`src/rtl/tick_gen_multi.sv`:
```
// Multi-channel down-counter tick generator; TICK_GEN_CASCADE_EN chains channel k to tick[k-1] as a prescaler.
// Latency: tick registered on the (P+1)th enabled edge after a load; config writes land on the next edge.
// Backpressure: none; en low freezes every counter, ch_stop halts a single channel.
module tick_gen_multi #(
    parameter int NUM_CH     = 4,
    parameter int CNT_W      = 32,
    parameter int DEF_PERIOD = 100000,
    parameter int DEF_RUN    = 1,
    localparam int CH_W      = (NUM_CH > 1) ? $clog2(NUM_CH) : 1
) (
    input  logic              sys_clk,
    input  logic              sys_rst,
    input  logic              en,
    input  logic              cfg_we,
    input  logic [CH_W-1:0]   cfg_ch,
    input  logic [CNT_W-1:0]  cfg_period,
    input  logic              cfg_mode,
    input  logic              cfg_start,
    input  logic [NUM_CH-1:0] ch_stop,
    output logic [NUM_CH-1:0] tick,
    output logic [NUM_CH-1:0] running
);

    logic [CNT_W-1:0]  period_q [NUM_CH];
    logic [CNT_W-1:0]  cnt_q    [NUM_CH];
    logic [NUM_CH-1:0] mode_q;
    logic [NUM_CH-1:0] run_q;
    logic [NUM_CH-1:0] tick_q;
    logic [NUM_CH-1:0] adv;

    // Per-channel advance qualifier; cascading gates channel k on the previous channel's pulse
    always_comb begin
        adv = '1;
`ifdef TICK_GEN_CASCADE_EN
        for (int k = 1; k < NUM_CH; k++) begin
            adv[k] = tick_q[k-1];
        end
`endif
    end

    always_ff @(posedge sys_clk) begin
        if (sys_rst) begin
            for (int k = 0; k < NUM_CH; k++) begin
                period_q[k] <= CNT_W'(DEF_PERIOD);
                cnt_q[k]    <= CNT_W'(DEF_PERIOD);
            end
            mode_q <= '0;
            run_q  <= {NUM_CH{DEF_RUN != 0}};
            tick_q <= '0;
        end else begin
            for (int k = 0; k < NUM_CH; k++) begin
                if (cfg_we && (32'(cfg_ch) == k)) begin
                    // Write beats same-cycle expiry; a stop still vetoes the start
                    period_q[k] <= cfg_period;
                    cnt_q[k]    <= cfg_period;
                    mode_q[k]   <= cfg_mode;
                    run_q[k]    <= cfg_start && !ch_stop[k];
                    tick_q[k]   <= 1'b0;
                end else if (ch_stop[k]) begin
                    run_q[k]  <= 1'b0;
                    tick_q[k] <= 1'b0;
                end else if (en && run_q[k] && adv[k]) begin
                    if (cnt_q[k] != '0) begin
                        cnt_q[k]  <= cnt_q[k] - CNT_W'(1);
                        tick_q[k] <= 1'b0;
                    end else begin
                        tick_q[k] <= 1'b1;
                        if (mode_q[k]) begin
                            run_q[k] <= 1'b0;
                        end else begin
                            cnt_q[k] <= period_q[k];
                        end
                    end
                end else begin
                    tick_q[k] <= 1'b0;
                end
            end
        end
    end

    assign tick    = tick_q;
    assign running = run_q;

endmodule

```
`config.mk`:
```
export PLATFORM = sky130hd
export DESIGN_NAME = tick_gen_multi
export DESIGN_NICKNAME = d
export VERILOG_FILES = /design/src/rtl/tick_gen_multi.sv
export SDC_FILE = /design/constraint.sdc
export NUM_CORES = 1
export LEC_CHECK = 0
export CORE_MARGIN = 8
export CORE_UTILIZATION = 45
export CTS_BUF_LIST = sky130_fd_sc_hd__clkbuf_4 sky130_fd_sc_hd__clkbuf_8
export DETAILED_ROUTE_END_ITERATION = 7
export PLACE_DENSITY = 0.66
export SLEW_MARGIN = 25
export SYNTH_ARGS = -nofsm -noshare
export SYNTH_HDL_FRONTEND = slang
export SYNTH_SLANG_ARGS = --single-unit
```
`constraint.sdc`:
```
create_clock -name sys_clk -period 3.3 [get_ports sys_clk]
set_input_delay 0.66 -clock sys_clk [delete_from_list [all_inputs] [get_ports sys_clk]]
set_output_delay 0.66 -clock sys_clk [all_outputs]
set_load 0.01 [all_outputs]
```
==> results.md <==
- Worst hold slack: 0.513 ns
- Gr ovfl total: 0
- Worst Hold Class: flip-flop to flip-flop
- Min Tclk post-route: 3.05 ns
- CTS hold repair buffers: 0
- Hold path startpoint: period_q[1][0]
- Net Count, Synth: 1,231
- Slew of the pin with the lowest slew margin: 0.725 ns
- Largest net degree at the start of global routing: 38
- Hold depth: 2
- Nature of the critical path endpoint: flip-flop
- Netlist cell types: 72
- Gr busiest metal: met2
- Pre-Repair DR Iteration Count: 5
- IO buf count: 51
- Setup_tns: 0 ns
- FILL cells: 2,551
- Initial antenna violation count: 2
- Main flop type after synthesis: edfxtp_1
- GP Congestion: 0.843
- H-tree depth: 2
- Relative slew slack: 51.0%
- Max VDD drop: 319 uV
- Share of cells above drive strength 1: 13.1%
- Die height: 190 um
- Worst skew pair latency: 0.56 ns
- Fin crit share: 92.6%
- Gr usage total: 20.4%
- Vias in the first global route: 9,892
- Depth of the worst register-to-register path: 7
- Row count: 63
- Clock Pin Slew Worst Setup and Hold Paths: 0.06 ns
- Top cells by area, synth: edfxtp_1, and2_1, xnor2_1
- Crit path arrival time: 3.31 ns
- Grt met2 use: 32.2%
- Max-slew violation count: 0
- GR Util met3: 3.77%
- Synth Register Bits: 268
- Fin nets: 1,339
- Asr flop ratio synth: 0%
- # setup viols final: 0
- Post-Syn Area: 13,600 um^2
- FMAX: 327 MHz
- Via count: 9,961
- CP max FO: 32
- Leakage: 5.70 nW
- Met1 global-route usage: 28.2%
- I/O pins: 52
- Cts bufs inserted: 46
- Post-synth EDFFs: 256
- Final Skew: 0.0143 ns
- Multi-input gate area: 5410 um^2
- R2R Setup Slk: 0.25 ns
- TritonCTS clock tree: done
- Residual DRC: 0
- Global-route wire length before repair: 57,400 um
- Critical path class: flip-flop to flip-flop
- P per Cell Area: 498 nW/um^2
- Core ar.: 29,700 um^2
- Yosys top cell area share: 56.4%
- Total Wirelength: 36,900 um
- FF/Latch Area: 7930 um^2
- Initial Utilization: 45.9%
- ANT nets after route: 0
- Die area: 36,100 um^2
- Status: finished clean
- Chip width: 190 um
- Clock buffer depth: 3
- Layout area overhead: 16.4%
- YS warnings: 0
- Clock Tree Root: clkbuf_8
- Worst Path Required: 3.55 ns
- FF-to-FF End: cnt_q[2][15]
- Post-synthesis cell count: 1,179
- Post_cts resized: 0
- Syn_area_per_cell: 11.6 um^2
- Unrepaired setup endpoints after global routing: false
- Drt wl/cell: 21.5 um
- Worst Setup SP: cnt_q[2][24]
- Max-cap violation count: 0
- DP HPWL: 24,700 um
- Area leader, netlist: edfxtp_1
- Post-synthesis sequential area ratio: 58.1%
- Via density: 5.80
- Post-CTS Setup Inserts: 0
- Start of the worst register-to-register path: cnt_q[2][24]
- Number of failing hold endpoints at the final stage: 0
- Hold Crit Endpoint: cnt_q[1][0]
- Crit path launch type: flip-flop
- Initial drt markers: 801
- CTS Sinks: 268
==> cells in the final DEF (no fill, tap or decap), types with 8 or more instances in the layout <==
master             n
clkdlybuf4s50_1   51
or3_1             37
inv_1             18
nor3_1            44
a211o_1           53
nand2b_1          17
edfxtp_1         256
a21oi_1           47
clkbuf_4          16
buf_4             56
o21ai_0           14
nand3_1           18
nor2b_1           10
nor2_1           110
ha_1               8
xor2_1            37
nand2_1           53
or4_1             19
o31ai_1            8
o21ai_1           48
clkbuf_8          52
dfxtp_1           12
clkinv_1           8
or2_2              9
xnor2_1           63
nor4_1            33
and2_1           100
clkinv_2           9
==> sequential cells by signal, indices dropped and copies added (netlist names) <==
signal,count
cnt_q,128
running,4
period_q,128
tick,4
mode_q,4
==> cell usage after synthesis (6+ instances only) <==
| cell | n |
|---|---|
| edfxtp_1 | 256 |
| nor2_1 | 110 |
| and2_1 | 100 |
| xnor2_1 | 63 |
| a211o_1 | 53 |
| nand2_1 | 53 |
| o21ai_1 | 48 |
| a21oi_1 | 47 |
| nor3_1 | 45 |
| or3_1 | 37 |
| xor2_1 | 37 |
| nor4_1 | 33 |
| clkbuf_1 | 28 |
| buf_2 | 19 |
| or4_1 | 19 |
| inv_1 | 18 |
| nand2b_1 | 18 |
| nand3_1 | 18 |
| o21ai_0 | 14 |
| dfxtp_1 | 12 |
| nor2b_1 | 11 |
| ha_1 | 8 |
| o31ai_1 | 8 |
| or2_2 | 8 |
| a31oi_1 | 7 |
| nand3b_1 | 7 |
| nand4_1 | 6 |
==> power by group <==
part	total (mW)	internal, mW	switching, mW
Sequential	4.12	3.98	0.145
Clock	3.16	1.78	1.38
Combinational	0.626	0.251	0.374
Total	7.91	6.01	1.90
==> through the flow <==
stage / power, mW / worst slack [ns] / std cells / util, % / instance area, um^2
2_1_floorplan: 4.50 / 0.0333 / 1179 / - / 13600
3_3_place_gp: 4.79 / 0.173 / 1629 / 50.2 / 14900
3_5_place_dp: 4.81 / 0.172 / 1629 / 50.2 / 14900
4_1_cts: 7.96 / 0.270 / 1715 / 53.4 / 15900
5_1_grt: 8.17 / 0.0993 / 1715 / 53.4 / 15900
6_report: 7.91 / 0.245 / 1717 / 53.5 / 15900
==> how the worst max path moves through the flow <==
stage	cells past startpoint	to	slack, ns
after global placement	9	cnt_q[2][29]	0.17
after global routing	7	cnt_q[0][17]	0.1
after detailed placement	9	cnt_q[2][29]	0.17
final	7	cnt_q[2][15]	0.25
after floorplan	7	cnt_q[2][0]	0.03
after CTS	7	cnt_q[2][13]	0.27
==> cells by family (layout without fill, tap and decap cells) <==
kind of cell             Yosys count  count (layout)  synth area share (%)
AND/OR/NAND/NOR                  501             501                  20.7
flip-flops                       268             268                  58.1
AO/OA/AOI/OAI                    227             227                  11.3
XOR/XNOR                         100             100                  6.42
buffers and inverters             70             216                  2.27
adder cells (fa/ha/maj)            8               8                 0.734
multiplexers                       5               5                 0.367
other                              0               2                     0
==> layer usage <==
layer / share of wire, % / vias up
met5: 0.10 / -
met4: 2.8 / 2
met3: 7.0 / 70
met2: 45 / 314
met1: 45 / 4916
li1: - / 4659
==> critical path: stages, from the launching register on <==
cell      delay, ns
edfxtp_1       0.46
or4_4          0.55
or3_4          0.37
or4_4          0.47
or4_4          0.45
nand2_4        0.09
or2_2          0.12
buf_12         0.21
==> layout make-up <==
cell class	count	area share, %
diodes	2	0.0315
clock buffers	68	5.26
clock inverters	18	0.827
inverters	19	0.449
multi-input cells	841	34.1
flip-flops and latches	268	49.9
well taps	390	3.07
repair buffers	111	6.36
Note: power is estimated with default switching activity, not from simulation.
